File: config.mk
export PLATFORM = sky130hd
export DESIGN_NAME = alu_seq_flat
export DESIGN_NICKNAME = d
export VERILOG_FILES = /design/src/rtl/alu_seq_if.sv /design/src/rtl/alu_seq.sv /design/src/flat_wrapper.sv
export SDC_FILE = /design/constraint.sdc
export NUM_CORES = 1
export LEC_CHECK = 0
export ABC_AREA = 1
export ABC_CLOCK_PERIOD_IN_PS = 2300
export CAP_MARGIN = 30
export CORE_UTILIZATION = 64
export CTS_CLUSTER_SIZE = 30
export DETAILED_ROUTE_END_ITERATION = 10
export DONT_BUFFER_PORTS = 1
export PLACE_DENSITY_LB_ADDON = 0.1
export REMOVE_ABC_BUFFERS = 1
export SETUP_SLACK_MARGIN = 0.5
export SLEW_MARGIN = 20
export SYNTH_ARGS = -nofsm -noshare
export SYNTH_HDL_FRONTEND = slang
export SYNTH_SLANG_ARGS = --single-unit
File: constraint.sdc
create_clock -name clk -period 2.3 [get_ports clk]
set_input_delay 0.46 -clock clk [delete_from_list [all_inputs] [get_ports clk]]
set_output_delay 0.46 -clock clk [all_outputs]
set_load 0.005 [all_outputs]
File: src/rtl/alu_seq_if.sv
// alu_seq_if: request/response bundle for the multi-cycle ALU.
// The master (control side) drives the request; the slave (ALU) returns
// the registered result, status flags and the BUSY/DONE handshake.
interface alu_seq_if #(
  parameter int WIDTH = 8
);
  logic             start;
  logic [2:0]       select;
  logic [WIDTH-1:0] data1;
  logic [WIDTH-1:0] data2;
  logic [WIDTH-1:0] result;
  logic             zero;
  logic             carry;
  logic             busy;
  logic             done;

  modport master (
    output start, select, data1, data2,
    input  result, zero, carry, busy, done
  );

  modport slave (
    input  start, select, data1, data2,
    output result, zero, carry, busy, done
  );
endinterface

File: src/rtl/alu_seq.sv
// alu_seq: parametrised multi-cycle ALU behind a START/BUSY/DONE handshake.
// Single-cycle ops (FORWARD/ADD/AND/OR/SUB, shift by 0) finish one edge after
// acceptance; shifts move one bit per cycle; MUL is a WIDTH-step shift-add.
// Optional feature macro: ALU_MUL_EN builds the iterative multiplier; without
// it opcode 111 completes in one cycle with RESULT=0 and CARRY=0.
module alu_seq #(
  parameter  int WIDTH = 8,
  localparam int SHW   = $clog2(WIDTH)
) (
  input logic     clk,
  input logic     reset,
  alu_seq_if.slave bus
);

  localparam int CW = SHW + 1;

  typedef enum logic [0:0] {
    IDLE = 1'b0,
    RUN  = 1'b1
  } state_t;

  typedef enum logic [2:0] {
    OP_FWD = 3'b000,
    OP_ADD = 3'b001,
    OP_AND = 3'b010,
    OP_OR  = 3'b011,
    OP_SUB = 3'b100,
    OP_SLL = 3'b101,
    OP_SRA = 3'b110,
    OP_MUL = 3'b111
  } op_t;

  state_t           state_reg, state_next;
  op_t              op_reg, op_next;
  logic [WIDTH-1:0] a_reg, a_next;       // DATA1, also the shifting value
  logic [WIDTH-1:0] b_reg, b_next;       // DATA2
  logic [CW-1:0]    cnt_reg, cnt_next;   // remaining iterations
  logic [WIDTH-1:0] result_reg, result_next;
  logic             carry_reg, carry_next;
  logic             done_reg, done_next;

  // One-bit shift steps and single-cycle arithmetic on the latched operands
  logic [WIDTH-1:0] sll_val, sra_val;
  logic             sll_out, sra_out;
  logic [WIDTH:0]   add_full, sub_full;

  assign sll_val  = {a_reg[WIDTH-2:0], 1'b0};
  assign sll_out  = a_reg[WIDTH-1];
  assign sra_val  = {a_reg[WIDTH-1], a_reg[WIDTH-1:1]};
  assign sra_out  = a_reg[0];
  assign add_full = {1'b0, a_reg} + {1'b0, b_reg};
  assign sub_full = {1'b0, a_reg} - {1'b0, b_reg};  // MSB is the borrow

`ifdef ALU_MUL_EN
  logic [2*WIDTH-1:0] mcand_reg, mcand_next;  // multiplicand, shifted left each step
  logic [WIDTH-1:0]   mplier_reg, mplier_next; // multiplier, shifted right each step
  logic [2*WIDTH-1:0] acc_reg, acc_next;
  logic [2*WIDTH-1:0] acc_sum;

  assign acc_sum = acc_reg + (mplier_reg[0] ? mcand_reg : '0);
`endif

  // Control state register; reset aborts any op in flight
  always_ff @(posedge clk or negedge reset) begin
    if (!reset) begin
      state_reg <= IDLE;
    end else begin
      state_reg <= state_next;
    end
  end

  // Next-state and datapath update; completion writes RESULT/CARRY and pulses DONE
  always_comb begin
    state_next  = state_reg;
    op_next     = op_reg;
    a_next      = a_reg;
    b_next      = b_reg;
    cnt_next    = cnt_reg;
    result_next = result_reg;
    carry_next  = carry_reg;
    done_next   = 1'b0;
`ifdef ALU_MUL_EN
    mcand_next  = mcand_reg;
    mplier_next = mplier_reg;
    acc_next    = acc_reg;
`endif
    case (state_reg)
      IDLE: begin
        if (bus.start) begin
          op_next    = op_t'(bus.select);
          a_next     = bus.data1;
          b_next     = bus.data2;
          state_next = RUN;
          case (op_t'(bus.select))
            OP_SLL, OP_SRA: cnt_next = CW'(bus.data2[SHW-1:0]);
            OP_MUL:         cnt_next = CW'(WIDTH);
            default:        cnt_next = '0;
          endcase
`ifdef ALU_MUL_EN
          mcand_next  = {{WIDTH{1'b0}}, bus.data1};
          mplier_next = bus.data2;
          acc_next    = '0;
`endif
        end
      end
      RUN: begin
        case (op_reg)
          OP_FWD: begin
            result_next = b_reg;
            carry_next  = 1'b0;
            done_next   = 1'b1;
          end
          OP_ADD: begin
            result_next = add_full[WIDTH-1:0];
            carry_next  = add_full[WIDTH];
            done_next   = 1'b1;
          end
          OP_AND: begin
            result_next = a_reg & b_reg;
            carry_next  = 1'b0;
            done_next   = 1'b1;
          end
          OP_OR: begin
            result_next = a_reg | b_reg;
            carry_next  = 1'b0;
            done_next   = 1'b1;
          end
          OP_SUB: begin
            result_next = sub_full[WIDTH-1:0];
            carry_next  = sub_full[WIDTH];
            done_next   = 1'b1;
          end
          OP_SLL, OP_SRA: begin
            if (cnt_reg == '0) begin
              // Zero shift amount: pass DATA1 through with no bit shifted out
              result_next = a_reg;
              carry_next  = 1'b0;
              done_next   = 1'b1;
            end else begin
              a_next   = (op_reg == OP_SLL) ? sll_val : sra_val;
              cnt_next = cnt_reg - CW'(1);
              if (cnt_reg == CW'(1)) begin
                result_next = (op_reg == OP_SLL) ? sll_val : sra_val;
                carry_next  = (op_reg == OP_SLL) ? sll_out : sra_out;
                done_next   = 1'b1;
              end
            end
          end
          default: begin  // OP_MUL
`ifdef ALU_MUL_EN
            acc_next    = acc_sum;
            mcand_next  = {mcand_reg[2*WIDTH-2:0], 1'b0};
            mplier_next = {1'b0, mplier_reg[WIDTH-1:1]};
            cnt_next    = cnt_reg - CW'(1);
            if (cnt_reg == CW'(1)) begin
              result_next = acc_sum[WIDTH-1:0];
              carry_next  = |acc_sum[2*WIDTH-1:WIDTH];
              done_next   = 1'b1;
            end
`else
            result_next = '0;
            carry_next  = 1'b0;
            done_next   = 1'b1;
`endif
          end
        endcase
        if (done_next) begin
          state_next = IDLE;
        end
      end
      default: state_next = IDLE;
    endcase
  end

  // Datapath and output registers; reset clears everything to the idle values
  always_ff @(posedge clk or negedge reset) begin
    if (!reset) begin
      op_reg     <= OP_FWD;
      a_reg      <= '0;
      b_reg      <= '0;
      cnt_reg    <= '0;
      result_reg <= '0;
      carry_reg  <= 1'b0;
      done_reg   <= 1'b0;
`ifdef ALU_MUL_EN
      mcand_reg  <= '0;
      mplier_reg <= '0;
      acc_reg    <= '0;
`endif
    end else begin
      op_reg     <= op_next;
      a_reg      <= a_next;
      b_reg      <= b_next;
      cnt_reg    <= cnt_next;
      result_reg <= result_next;
      carry_reg  <= carry_next;
      done_reg   <= done_next;
`ifdef ALU_MUL_EN
      mcand_reg  <= mcand_next;
      mplier_reg <= mplier_next;
      acc_reg    <= acc_next;
`endif
    end
  end

  assign bus.result = result_reg;
  assign bus.zero   = (result_reg == '0);
  assign bus.carry  = carry_reg;
  assign bus.busy   = (state_reg == RUN);
  assign bus.done   = done_reg;

endmodule
File: src/flat_wrapper.sv
// flat-port wrapper written by rule: the top's interface ports become plain ports
module alu_seq_flat 
#(
  parameter  int WIDTH = 8,
  localparam int SHW   = $clog2(WIDTH)
)
  (clk, reset, bus_start, bus_select, bus_data1, bus_data2, bus_result, bus_zero, bus_carry, bus_busy, bus_done);
  alu_seq_if #(.WIDTH(WIDTH)) bus_i ();
  input logic clk;
  input logic reset;
  input wire logic [$bits(bus_i.start)-1:0] bus_start;
  input wire logic [$bits(bus_i.select)-1:0] bus_select;
  input wire logic [$bits(bus_i.data1)-1:0] bus_data1;
  input wire logic [$bits(bus_i.data2)-1:0] bus_data2;
  output wire logic [$bits(bus_i.result)-1:0] bus_result;
  output wire logic [$bits(bus_i.zero)-1:0] bus_zero;
  output wire logic [$bits(bus_i.carry)-1:0] bus_carry;
  output wire logic [$bits(bus_i.busy)-1:0] bus_busy;
  output wire logic [$bits(bus_i.done)-1:0] bus_done;
  assign bus_i.start = bus_start;
  assign bus_i.select = bus_select;
  assign bus_i.data1 = bus_data1;
  assign bus_i.data2 = bus_data2;
  assign bus_result = bus_i.result;
  assign bus_zero = bus_i.zero;
  assign bus_carry = bus_i.carry;
  assign bus_busy = bus_i.busy;
  assign bus_done = bus_i.done;
  alu_seq #(.WIDTH(WIDTH)) u_core (.clk(clk), .reset(reset), .bus(bus_i));
endmodule
# [Word level (Yosys, flattened, before mapping)]
# Index checks and enable logic that the tools add are counted.
[word_totals] regBits=34 wordCells=61
[classes] bitwise=3 eq_ne=14 add_sub_neg=3 reduce_logical=8 mux=25
[ops] operator="$mux 8" n=6
[ops] operator="$pmux 8 s6" n=1
[ops] operator="$eq 3x3->1 const B" n=6
[ops] operator="$pmux 4 s2" n=2
[ops] operator="$pmux 8 s2" n=1
[ops] operator="$mux 4" n=3
[ops] operator="$mux 1" n=10
[ops] operator="$add 8x8->9" n=1
[ops] operator="$sub 8x8->9" n=1
[ops] operator="$and 8x8->8" n=1
[ops] operator="$logic_not 8->1" n=1
[ops] operator="$or 8x8->8" n=1
[ops] operator="$eq 3x2->1 const B" n=2
[ops] operator="$ne 2x2->1 const B" n=3
[ops] operator="$eq 4x1->1 const B" n=1
[ops] operator="$logic_not 4->1" n=1
[ops] operator="$reduce_and 2->1" n=2
[ops] operator="$reduce_or 2->1" n=2
[ops] operator="$sub 4x1->4 const B" n=1
[ops] operator="$eq 3x1->1 const B" n=1
[ops] operator="$logic_not 3->1" n=1
[ops] operator="$ne 3x1->1 const B" n=1
[ops] operator="$pmux 1 s3" n=1
[ops] operator="$reduce_and 3->1" n=1
[ops] operator="2 further kinds" n=2

# [Logic depth before layout (Yosys ltp)]
# Gate-level depths: netlist of run 1.
[depth] depth_word=7 ltp_mapped=13

# [Worst setup path after synthesis of run 1]
# Ideal clock, no wire load.
[synth_path] path_kind="reg2reg" from="register u_core.a_reg[0]" to="register u_core.result_reg[6] (netlist: u_core.bus.result[6])" t_arrival_ps=1593 setup_slack_ps=591 t_required_ps=2184 path_buffers=0 setup_ps=116 stages_incl_launch_ff=14 path_cell_list="dfrtp_1 > ha_1 > inv_1 > fa_1 > inv_1 > nand3_1 > nand2_1 > nand2_1 > nand2_1 > nand2_1 > nand3_1 > nand3_1 > nand2_1 > nand2_1"
[synth_via] elab_chain_cells=2 word_cells_on_any_way=3
[synth_rtl] element="from (decl)" line_no="alu_seq.sv:35" source="logic [WIDTH-1:0] a_reg, a_next;"
[synth_rtl] element="from (signal assigned)" line_no="alu_seq.sv:192" source="a_reg <= a_next;"
[synth_rtl] element="$sub 8x8->9 / $add 8x8->9 (equally long branches)" line_no="alu_seq.sv:52, alu_seq.sv:51"
[synth_rtl] element="$pmux 8 s6 *" line_no="alu_seq.sv:107" source="case (op_reg)"
[synth_rtl] element="to (signal assigned)" line_no="alu_seq.sv:195" source="result_reg <= result_next;"
[synth_rtl] element="to (decl)" line_no="alu_seq.sv:38" source="logic [WIDTH-1:0] result_reg, result_next;"
# Mark *: on every way between the ends. The rest lies on a longest branch, timed or not.
# A chain may end at the register's enable or synchronous reset.

# [Worst setup path after layout of run 1]
# Same ends and word-level chain as after synthesis.

==> flow_summary_export.csv, run 1 <==
group,metric,value,unit
cells_and_area,fill_cells,276,
cts,cts.sinks,34,
timing,finalSetupTns,0,ns
timing,finalSetupViolCount,0,
cells_and_area,areaGrowthSynthToFinish,21.0,%
grt,grt_pass1_vias,2787,
die,die_h,69.9,um
critical_path,path_cells,"inv_2 > ha_4 > inv_4 > fa_2 > nand2_2 > nand2_2 > nand3_2 > nand3_1 > nand3_1 > nand3_1 > nand2_1 > nand2_1",
critical_path,crit_fanout,3,
grt,grt_antenna_before_repair,0,
detailed_routing,wl_per_cell,18.1,um
die,start_util,0.672,
cts,htree_levels,2,
synth,yosysTopAreaCellShare,0.289,
die,die_w,69.9,um
detailed_routing,drt_first_pass_iters,5,
placement,io_buffer_count,0,
cts,clock-root-buffer,"clkbuf_8",
synth,ys_top_cells_by_area,"dfrtp_1 29%, nand2_1 15%, ha_1 11%, nand3_1 7.0%, inv_1 6.9%",
timing,timing.final.crit_share,0.790,
timing,worst_slew_pin_slew,0.425,ns
critical_path,slowest_delay,0.45,ns
synth,syn_area_per_cell,7.05,um2
critical_path,cp_slowest_cell,"dfrtp_2",
timing,timing.fmax,0.550,GHz
detailed_routing,vias,3113,
synth,synth_edf_count,0,
grt,grt_max_degree,35,
grt,gr-total-overflow,0,
timing,final_hold_viol_count,0,
critical_path,worstSetupPathType,"register to register",
hold_path,hp-class,"primary input to register",
cts,cts_tree,"yes",
detailed_routing,drt-initial-drc-count,323,
outcome,run_status,"complete, no violations",
cts,cts_buffer_depth,2,
timing,drv_slew,0,
timing,max_slew_margin,0.716,
detailed_routing,totalWireLength,8.96,mm
die,std_cell_rows,24,
hold_path,min_from,"bus_data1[1]",
critical_path,start_kind,"register",
synth,netlist_top_cells_count,"117 x nand2_1, 54 x inv_1, 41 x nand3_1",
placement,gp_congestion,0.974,
detailed_routing,routed_via_density,6.28,
timing,rsz0062_at_grt,"true",
synth,yosysMostFrequentCell,"nand2_1",
grt,track_usage,0.339,
synth,synth_seq_cells,34,
die,dieArea,4880,um2
synth,yosys.cell_types.count,33,
cells_and_area,drive_gt1_frac,0.252,
timing,min_period,1.82,ns
synth,async_reset_ff_frac,1.00,
placement,hpwl,5.40,mm
cts,clk_transition_reported_paths,0.09,ns
critical_path,required,2.50,ns
die,pin_count,34,
detailed_routing,drc,0,
cells_and_area,fin_nets,494,
cts,cts-buffers-inserted,5,
detailed_routing,drtAntennaViolNets,0,
synth,syn-cell-area,2950,um2
critical_path,reg2reg_from,"u_core.a_reg[0]",
synth,ys.flop_type,"dfrtp_1",
critical_path,cp.arrival,2.01,ns
timing,fin_skew,0.0112,ns
critical_path,crit_path_end_kind,"register",
synth,syn_inst,418,
critical_path,crit_top_cell,"nand3_1",
critical_path,cp-startpoint,"u_core.a_reg[0]",
synth,yosysSeqAreaShare,0.289,
cts,clk_latency,0.31,ns
grt,grt_pass1_wl,12.9,mm
job,drv_cap,0,
synth,yosys_warnings,0,
synth,synth_top_area_cell,"dfrtp_1",
die,core-area,4380,um2
cells_and_area,antenna_cells,0,
==> path summary, 6_finish.rpt <==
check	end	slack, ns	cells after the start
worst max-delay path	u_core.bus.result[6]	0.48	12
worst min-delay path	u_core.a_reg[1]	0.30	2
worst max register to register	u_core.bus.result[6]	0.48	12
worst min register to register	u_core.bus.carry	0.51	2
max in group asynchronous	u_core.a_reg[5]	1.47	2
min in group asynchronous	u_core.bus.result[3]	0.61	2
==> metrics by stage <==
stage | utilization | setup slack, ns | std cells | instance area (um2) | hold slack, ns
4_1_cts | 0.749 | 0.478 | 479 | 3280 | 0.299
3_5_place_dp | 0.676 | 0.313 | 462 | 2960 | 0.165
6_report | 0.813 | 0.482 | 496 | 3570 | 0.299
3_3_place_gp | 0.676 | 0.304 | 462 | 2960 | 0.165
2_1_floorplan | - | 0.161 | 406 | 2870 | 0.164
5_1_grt | 0.813 | 0.382 | 496 | 3570 | 0.294
==> critical path: cells and delay by family, from the launching register on <==
family                     cells  cell delay (ns)
buffers and inverters          2             0.14
adders and majority gates      2             0.53
DFF                            1             0.45
and+or+nand+nor                8             0.57
==> layout make-up <==
type / instances / area, um2 / share of cell area
Clock inverter: 3 / 68.8 / 0.0193
Timing Repair Buffer: 28 / 230 / 0.0646
Tap cell: 52 / 65.1 / 0.0182
Sequential cell: 34 / 856 / 0.240
Clock buffer: 5 / 68.8 / 0.0193
Multi-Input combinational cell: 317 / 2060 / 0.577
Inverter: 57 / 220 / 0.0618
==> metal layers <==
| layer | vias to the layer above | routed length [um] | track usage |
|---|---|---|---|
| met3 | 43 | 707 | 0.0505 |
| met1 | 1465 | 3530 | 0.442 |
| met5 | - | 0 | 0 |
| li1 | 1414 | - | - |
| met4 | 0 | 412 | 0.147 |
| met2 | 191 | 4310 | 0.558 |
==> timing repair <==
| action | 4_1_cts | 5_1_grt |
|---|---|---|
| hold buffers | 2 | 0 |
| pin swaps | 3 | 17 |
| endpoints found under the hold margin | 34 | 0 |
| endpoints found under the setup margin | 20 | 22 |
| gates resized for setup | 22 | 41 |
| cloned | 1 | 2 |
| buffers inserted | 6 | 15 |
==> layout by cell type, fill, tap and decap left out, types with 2 or more instances in the layout <==
cell / count
nand3_2: 5
inv_2: 6
o21ai_0: 16
buf_6: 2
or2_2: 4
nand4_1: 6
buf_4: 23
a21oi_2: 6
dfrtp_1: 30
o21a_1: 3
ha_4: 8
nand2_8: 3
fa_2: 2
a31oi_1: 2
nand2_4: 2
o22ai_1: 3
nand2_2: 8
clkinv_1: 2
inv_1: 47
o21ai_1: 3
o211ai_2: 6
ha_1: 18
o211ai_1: 4
nand3_1: 37
nand2_1: 109
mux2_2: 3
dfrtp_2: 4
clkbuf_8: 5
bufinv_16: 2
nor2_1: 30
a21oi_1: 18
o21ai_2: 10
nor3_2: 2
==> kinds of logic after synthesis <==
kind of cell / synth area share
buffers and inverters: 0.0994
and+or+nand+nor: 0.308
muxes: 0.0115
DFF: 0.289
adders and majority gates: 0.128
xor gates and xnor gates: 0.00297
AOI/OAI and AO/OA: 0.161
Power of run 1 is not shown: default switching activity piles up to over one toggle a cycle in this logic, so the estimate is an artifact.
==> run 2, diff against run 1 <==
ABC_CLOCK_PERIOD_IN_PS = 1500   (was 2300)
CORE_UTILIZATION = 58   (was 64)
clock period = 1.5 ns   (was 2.3 ns; I/O delays follow)
==> run 2 against run 1 <==
The flow now stops in global routing. Area after synthesis stayed put. Synthesized cell count stayed put.
==> flow_summary_export.csv, run 2 <==
group,metric,value,unit
synth,async_reset_ff_frac,1.00,
grt,gr-total-overflow,4,
die,pin_count,34,
cts,cts_buffer_depth,2,
synth,yosysMostFrequentCell,"nand2_1",
synth,synth_top_family_by_area,"simple AND/OR/NAND/NOR gates",
die,std_cell_rows,25,
synth,syn_inst,418,
synth,yosys.cell_types.count,33,
die,die_w,73.3,um
synth,synthMuxAreaShare,0.0115,
cts,htree_levels,2,
synth,syn_area_per_cell,7.05,um2
synth,yosys_warnings,0,
outcome,error,"[ERROR GRT-0232] Routing congestion too high. Check the congestion heatmap in the GUI.",
synth,ys.flop_type,"dfrtp_1",
synth,yosys.area_share.simple,0.308,
die,die_h,73.3,um
cts,cts-buffers-inserted,5,
synth,synth_fa_ha_area_frac,0.128,
synth,yosysSeqAreaShare,0.289,
synth,synth_seq_cells,34,
synth,synth_top_area_cell,"dfrtp_1",
synth,synth_edf_count,0,
synth,netlist_top_cells_count,"117 x nand2_1, 54 x inv_1, 41 x nand3_1",
placement,io_buffer_count,0,
synth,ys_top_cells_by_area,"dfrtp_1 29%, nand2_1 15%, ha_1 11%, nand3_1 7.0%, inv_1 6.9%",
grt,track_usage,0.741,
synth,synth-compound-area-share,0.161,
synth,syn-cell-area,2950,um2
synth,yosysTopAreaCellShare,0.289,
grt,grt_max_degree,35,
placement,gp_congestion,0.934,
cts,clock-root-buffer,"clkbuf_8",
cts,cts.sinks,34,
die,start_util,0.612,
outcome,run_status,"did not finish",
placement,place_inst,551,
timing,worst_endpoint_kind,"register data pin",
synth,synth_xor_area_frac,0.00297,
placement,hpwl,6.08,mm
outcome,lastStage,"global routing",
timing,postGrtWorstEndpoint,"u_core.bus.carry$_DFFE_PN0P_/D",
==> run 2: through the flow <==
stage	area (um2)	worst slack (ns)	hold WS, ns
global placement	3540	-0.271	0.00525
floorplan	2870	-0.639	0.00441
detailed placement	3540	-0.328	0.00515
CTS	4270	-0.218	-0.310
==> run 2: kinds of logic after synthesis <==
logic type,Yosys count
AOI/OAI and AO/OA,72
xor gates and xnor gates,1
adders and majority gates,29
buffers and inverters,69
DFF,34
muxes,3
and+or+nand+nor,210
==> run 2: repair_timing <==
action	4_1_cts
endpoints found under the setup margin	40
setup buffers	14
gates cloned	3
resized for setup	140
endpoints found under the hold margin	34
pin swaps	51
==> run 2: routing by layer <==
| layer | GRT usage | GRT overflow |
|---|---|---|
| met1 | 0.731 | 0 |
| met2 | 0.930 | 4 |
| met3 | 0.578 | 0 |
| met4 | 0.745 | 0 |
| met5 | 0.192 | 0 |
==> run 3, diff against run 2 <==
ABC_CLOCK_PERIOD_IN_PS = 2000   (was 1500)
CORE_UTILIZATION = 40   (was 58)
CTS_CLUSTER_SIZE = default   (was 30)
PLACE_DENSITY_LB_ADDON = 0.15   (was 0.1)
SETUP_SLACK_MARGIN = default   (was 0.5)
clock period = 2 ns   (was 1.5 ns; I/O delays follow)
==> run 3 against run 2 <==
The run now ends clean.
==> flow_summary_export.csv, run 3 (synthesized netlist as in run 1, its figures left out) <==
group,metric,value,unit
die,dieArea,7710,um2
power,power_frac_clock,0.103,
die,core-area,6940,um2
placement,io_buffer_count,0,
critical_path,r2r-end,"u_core.bus.result[6]",
detailed_routing,totalWireLength,7.76,mm
timing,final_hold_viol_count,0,
critical_path,reg2reg_slack,0.13,ns
detailed_routing,drt_first_pass_iters,5,
power,sequentialPowerShare,0.207,
cts,clk_transition_reported_paths,0.07,ns
critical_path,required,2.19,ns
timing,finalSetupViolCount,0,
cells_and_area,stdcell_area,3320,um2
cells_and_area,fin_nets,484,
power,power_per_cell_area,1970,nW/um2
hold_path,min_to,"u_core.a_reg[6]",
placement,hpwl,5.97,mm
cts,cts_buffer_depth,2,
detailed_routing,drc,0,
cts,clk_latency,0.30,ns
critical_path,worstSetupPathType,"register to register",
critical_path,start_kind,"register",
cells_and_area,mostFrequentLayoutCell,"nand2_1",
timing,max_slew_margin,0.732,
grt,grt_antenna_before_repair,0,
power,finalPower,6.56,mW
die,pin_count,34,
timing,min_period,1.87,ns
placement,gp_congestion,0.879,
detailed_routing,vias,2656,
die,die_w,87.8,um
cts,htree_levels,2,
timing,worst_slew_pin_slew,0.401,ns
cts,cts.sinks,34,
hold_path,hp-class,"primary input to register",
hold_path,min_from,"bus_data1[6]",
die,std_cell_rows,30,
outcome,run_status,"complete, no violations",
job,drv_cap,0,
grt,track_usage,0.222,
detailed_routing,drt-initial-drc-count,146,
die,die_h,87.8,um
grt,grt_pass1_wl,12.8,mm
critical_path,crit_path_end_kind,"register",
power,peakVddDrop,0.801,mV
cells_and_area,register_area,855,um2
grt,grt_pass1_vias,2557,
cells_and_area,antenna_cells,0,
timing,timing.fmax,0.535,GHz
critical_path,ff2ff_path_depth,13,
grt,gr-total-overflow,0,
power,leakagePower,1.71,nW
cells_and_area,layoutNonFillerInstCount,529,
power,swShare,0.526,
detailed_routing,drtAntennaViolNets,0,
critical_path,crit_fanout,4,
cts,cts-buffers-inserted,5,
critical_path,cp.arrival,2.07,ns
placement,place_area,3110,um2
timing,fin_skew,0.00384,ns
die,start_util,0.424,
cells_and_area,areaGrowthSynthToFinish,12.8,%
critical_path,reg2reg_from,"u_core.b_reg[0]",
detailed_routing,routed_via_density,5.02,
detailed_routing,wl_per_cell,14.7,um
timing,timing.final.crit_share,0.935,
cells_and_area,multi_input_area,1860,um2
hold_path,min_path_cells,2,
cts,clock-root-buffer,"clkbuf_8",
power,comb_power_share,0.690,
placement,place_inst,518,
power,power_switching,3.45,mW
timing,rsz0062_at_grt,"false",
power,p_int,3.11,mW
grt,grt_max_degree,35,
cells_and_area,fill_cells,708,
cts,cts_tree,"yes",
timing,drv_slew,0,
cells_and_area,drive_gt1_frac,0.157,
cells_and_area,final_cell_mix,"116 x nand2_1, 53 x inv_1, 40 x nand3_1",
[run 3: area by class of cell]
class	instances	share of cell area
well taps	96	0.0361
clock inverters	1	0.00904
repair buffers	20	0.0497
inverters	57	0.0644
clock buffers	6	0.0248
multi-input cells	315	0.559
flip-flops and latches	34	0.257
[run 3: how the worst max path moves through the flow]
stage	start	endpoint	cells after the start
6_report	u_core.b_reg[0]	u_core.bus.result[6]	13
5_1_grt	u_core.b_reg[2]	u_core.bus.result[5]	12
4_1_cts	u_core.b_reg[0]	u_core.bus.result[6]	13
3_5_place_dp	u_core.a_reg[0]	u_core.bus.result[6]	13
3_3_place_gp	u_core.a_reg[3]	u_core.bus.result[6]	10
2_1_floorplan	u_core.bus.busy	u_core.a_reg[0]	5
[run 3: power by group through the flow]
stage	Sequential [mW]	Clock, mW	Combinational (mW)
floorplan	1.36	0	3.09
global placement	1.35	0	4.27
detailed placement	1.36	0	4.31
CTS	1.34	0.688	4.38
global route	1.41	0.730	5.16
finish	1.36	0.675	4.53
[run 3: critical path, cell delays in order (launching register included)]
cell and delay, ns:
dfrtp_2 0.42, ha_4 0.16, inv_1 0.05, fa_1 0.39
inv_1 0.11, nand3_2 0.08, nand2_2 0.10, nand2_1 0.07
nand2_1 0.06, nand2_1 0.05, nand3_1 0.07, nand3_1 0.09
nand2_1 0.07, nand2_1 0.04
[run 3: per-layer routing]
| metal | part of all wire | global-route usage |
|---|---|---|
| met4 | 0.011 | 0.0611 |
| met1 | 0.50 | 0.311 |
| met2 | 0.45 | 0.349 |
| met5 | 0 | 0 |
| met3 | 0.043 | 0.0405 |
[run 3: through the flow]
step | setup slack, ns | setup TNS (ns) | hold WS [ns] | util
final | 0.129 | 0 | 0.241 | 0.479
after global routing | 0.0224 | 0 | 0.230 | 0.479
after CTS | 0.00162 | 0 | 0.239 | 0.469
after detailed placement | 0.00712 | 0 | 0.106 | 0.448
after global placement | 0.0257 | 0 | 0.106 | 0.448
after floorplan | -0.139 | -1.31 | 0.104 | -
[run 3: what timing repair did]
item | in CTS | in global routing
endpoints found under the hold margin | 34 | 0
setup buffers | 1 | 1
endpoints found under the setup margin | 1 | 8
resized for setup | 0 | 14
hold buffers | 2 | 0
pin swaps | 0 | 2
(Power assumes the default switching activity.)
==> run 4, diff against run 3 <==
ABC_AREA = default   (was 1)
==> run 4 against run 3 <==
The flow now finishes with violations (setup timing). Clock skew is 0.0074 ns higher. Sequential share of layout area is 3.0 points lower. Critical path depth is 4 lower. Clock power is 21% higher.
==> flow_summary_export.csv, run 4 <==
group,metric,value,unit
outcome,run_status,"finished with violations",
outcome,violations,"setup timing",
hold_path,hp-class,"primary input to register",
cells_and_area,drive_gt1_frac,0.274,
critical_path,cp_slowest_cell,"dfrtp_1",
timing,max_slew_margin,0.554,
cts,clock-root-buffer,"clkbuf_8",
grt,gr-total-overflow,0,
cells_and_area,mostFrequentLayoutCell,"buf_4",
synth,async_reset_ff_frac,1.00,
critical_path,start_kind,"register",
synth,syn-cell-area,2960,um2
grt,grt_antenna_before_repair,0,
cells_and_area,multi_input_area,2040,um2
timing,min_period,2.06,ns
cells_and_area,layoutNonFillerInstCount,504,
die,dieArea,7750,um2
cells_and_area,antenna_cells,0,
cells_and_area,register_area,852,um2
grt,grt_pass1_vias,2584,
placement,place_inst,489,
critical_path,required,2.22,ns
timing,finalSetupViolCount,4,
synth,ys_top_cells_by_area,"dfrtp_1 29%, ha_1 11%, nand2_1 5.7%, o21ai_0 4.4%, a21oi_1 4.2%",
synth,synth_top_area_cell,"dfrtp_1",
detailed_routing,drt_first_pass_iters,4,
placement,gp_congestion,0.868,
cts,htree_levels,2,
cts,cts_buffer_depth,2,
timing,rsz0062_at_grt,"true",
cts,cts.sinks,34,
placement,io_buffer_count,0,
detailed_routing,totalWireLength,8.91,mm
job,drv_cap,0,
cts,cts-buffers-inserted,5,
timing,worst_slew_pin_slew,0.668,ns
hold_path,min_from,"bus_data2[7]",
die,pin_count,34,
timing,timing.final.crit_share,1.03,
power,power_per_cell_area,2100,nW/um2
timing,final_hold_viol_count,0,
critical_path,reg2reg_from,"u_core.a_reg[0]",
die,start_util,0.411,
detailed_routing,vias,2768,
synth,yosysMostFrequentCell,"nand2_1",
detailed_routing,drtAntennaViolNets,0,
timing,drv_slew,0,
critical_path,cp_top_family,"compound AO/OA/AOI/OAI gates",
die,std_cell_rows,31,
synth,syn_area_per_cell,8.20,um2
synth,syn_inst,361,
cts,clk_transition_reported_paths,0.08,ns
critical_path,path_cells,"inv_2 > ha_4 > inv_2 > fa_2 > nor2b_4 > o21ai_1 > a21oi_2 > o311a_1 > o211ai_1",
critical_path,slowest_delay,0.41,ns
die,die_h,88.0,um
critical_path,crit_fanout,3,
grt,track_usage,0.233,
critical_path,worstSetupPathType,"register to register",
grt,grt_max_degree,35,
cells_and_area,final_core_util,0.521,
critical_path,crit_top_cell,"inv_2",
cells_and_area,areaGrowthSynthToFinish,26.8,%
cells_and_area,final_cell_mix,"46 x buf_4, 45 x nand2_1, 33 x dfrtp_1",
grt,grt_pass1_wl,13.6,mm
synth,yosys_warnings,0,
detailed_routing,drc,0,
synth,yosys.cell_types.count,59,
critical_path,path_buf_inv,2,
detailed_routing,routed_via_density,5.49,
synth,ys.flop_type,"dfrtp_1",
cells_and_area,fin_nets,455,
detailed_routing,wl_per_cell,17.7,um
timing,worst_slack,-0.0608,ns
die,die_w,88.0,um
die,core-area,7210,um2
synth,yosysTopAreaCellShare,0.287,
critical_path,cp-startpoint,"u_core.a_reg[0]",
synth,synth_edf_count,0,
synth,netlist_top_cells_count,"45 x nand2_1, 34 x dfrtp_1, 29 x inv_1",
placement,hpwl,6.52,mm
timing,fin_skew,0.0112,ns
timing,timing.fmax,0.485,GHz
power,leakagePower,1.64,nW
cts,clk_latency,0.30,ns
synth,yosysSeqAreaShare,0.287,
critical_path,cp.arrival,2.28,ns
synth,synth_seq_cells,34,
cts,cts_tree,"yes",
power,peakVddDrop,0.705,mV
timing,finalSetupTns,-0.136,ns
critical_path,crit_path_end_kind,"register",
cells_and_area,fill_cells,703,
detailed_routing,drt-initial-drc-count,154,
==> run 4: power by group <==
| part | switching [mW] | total [mW] | internal (mW) |
|---|---|---|---|
| logic | 3.10 | 5.69 | 2.60 |
| clock network | 0.287 | 0.819 | 0.532 |
| registers | 0.357 | 1.38 | 1.02 |
==> run 4: worst paths after layout <==
check | to | slack [ns] | cells past startpoint
min in group asynchronous | u_core.b_reg[0] | 0.59 | 2
max reg2reg | u_core.bus.result[6] | -0.06 | 9
max | u_core.bus.result[6] | -0.06 | 9
min | u_core.b_reg[7] | 0.22 | 2
min reg2reg | u_core.bus.result[2] | 0.53 | 2
max in group asynchronous | u_core.b_reg[6] | 1.22 | 2
==> run 4: cell families (layout without fill, tap and decap cells) <==
logic type	after synthesis	in the layout	synth area share
AO/OA/AOI/OAI	129	129	0.284
buffers and inverters	51	95	0.0782
multiplexers	10	10	0.0342
AND/OR/NAND/NOR	101	101	0.168
XOR/XNOR	6	6	0.0177
adder cells (fa/ha/maj)	30	30	0.131
flip-flops	34	34	0.287
==> run 4: layer usage <==
layer,part of all wire,wire (um),vias up,global-route usage
met1,0.48,4270,1328,0.330
met2,0.46,4080,72,0.364
met3,0.051,455,8,0.0424
met5,0,0,-,0
li1,-,-,1360,-
met4,0.012,104,0,0.0587
==> run 4: area by class of cell <==
cell class,count,area share
tap,99,0.0330
sequential,34,0.227
inverter,34,0.0346
clock inverter,2,0.0160
clock buffer,6,0.0220
timing repair buffer,53,0.123
multi-input combinational,276,0.544
==> run 4: what timing repair did <==
action / CTS / global route
pin swaps: 3 / 15
buffers inserted: 1 / 3
setup endpoints to repair: 6 / 11
hold endpoints to repair: 34 / 0
cloned: 0 / 1
hold buffers: 2 / 0
gates resized for setup: 12 / 30
==> run 4: through the flow <==
step / power [mW] / hold WS [ns] / instance area, um2 / setup slack [ns]
global placement: 6.36 / 0.105 / 3360 / -0.178
global route: 8.50 / 0.217 / 3760 / -0.122
floorplan: 4.55 / 0.104 / 2860 / -0.310
finish: 7.89 / 0.219 / 3760 / -0.0608
detailed placement: 6.36 / 0.105 / 3360 / -0.103
CTS: 7.38 / 0.215 / 3580 / -0.0201
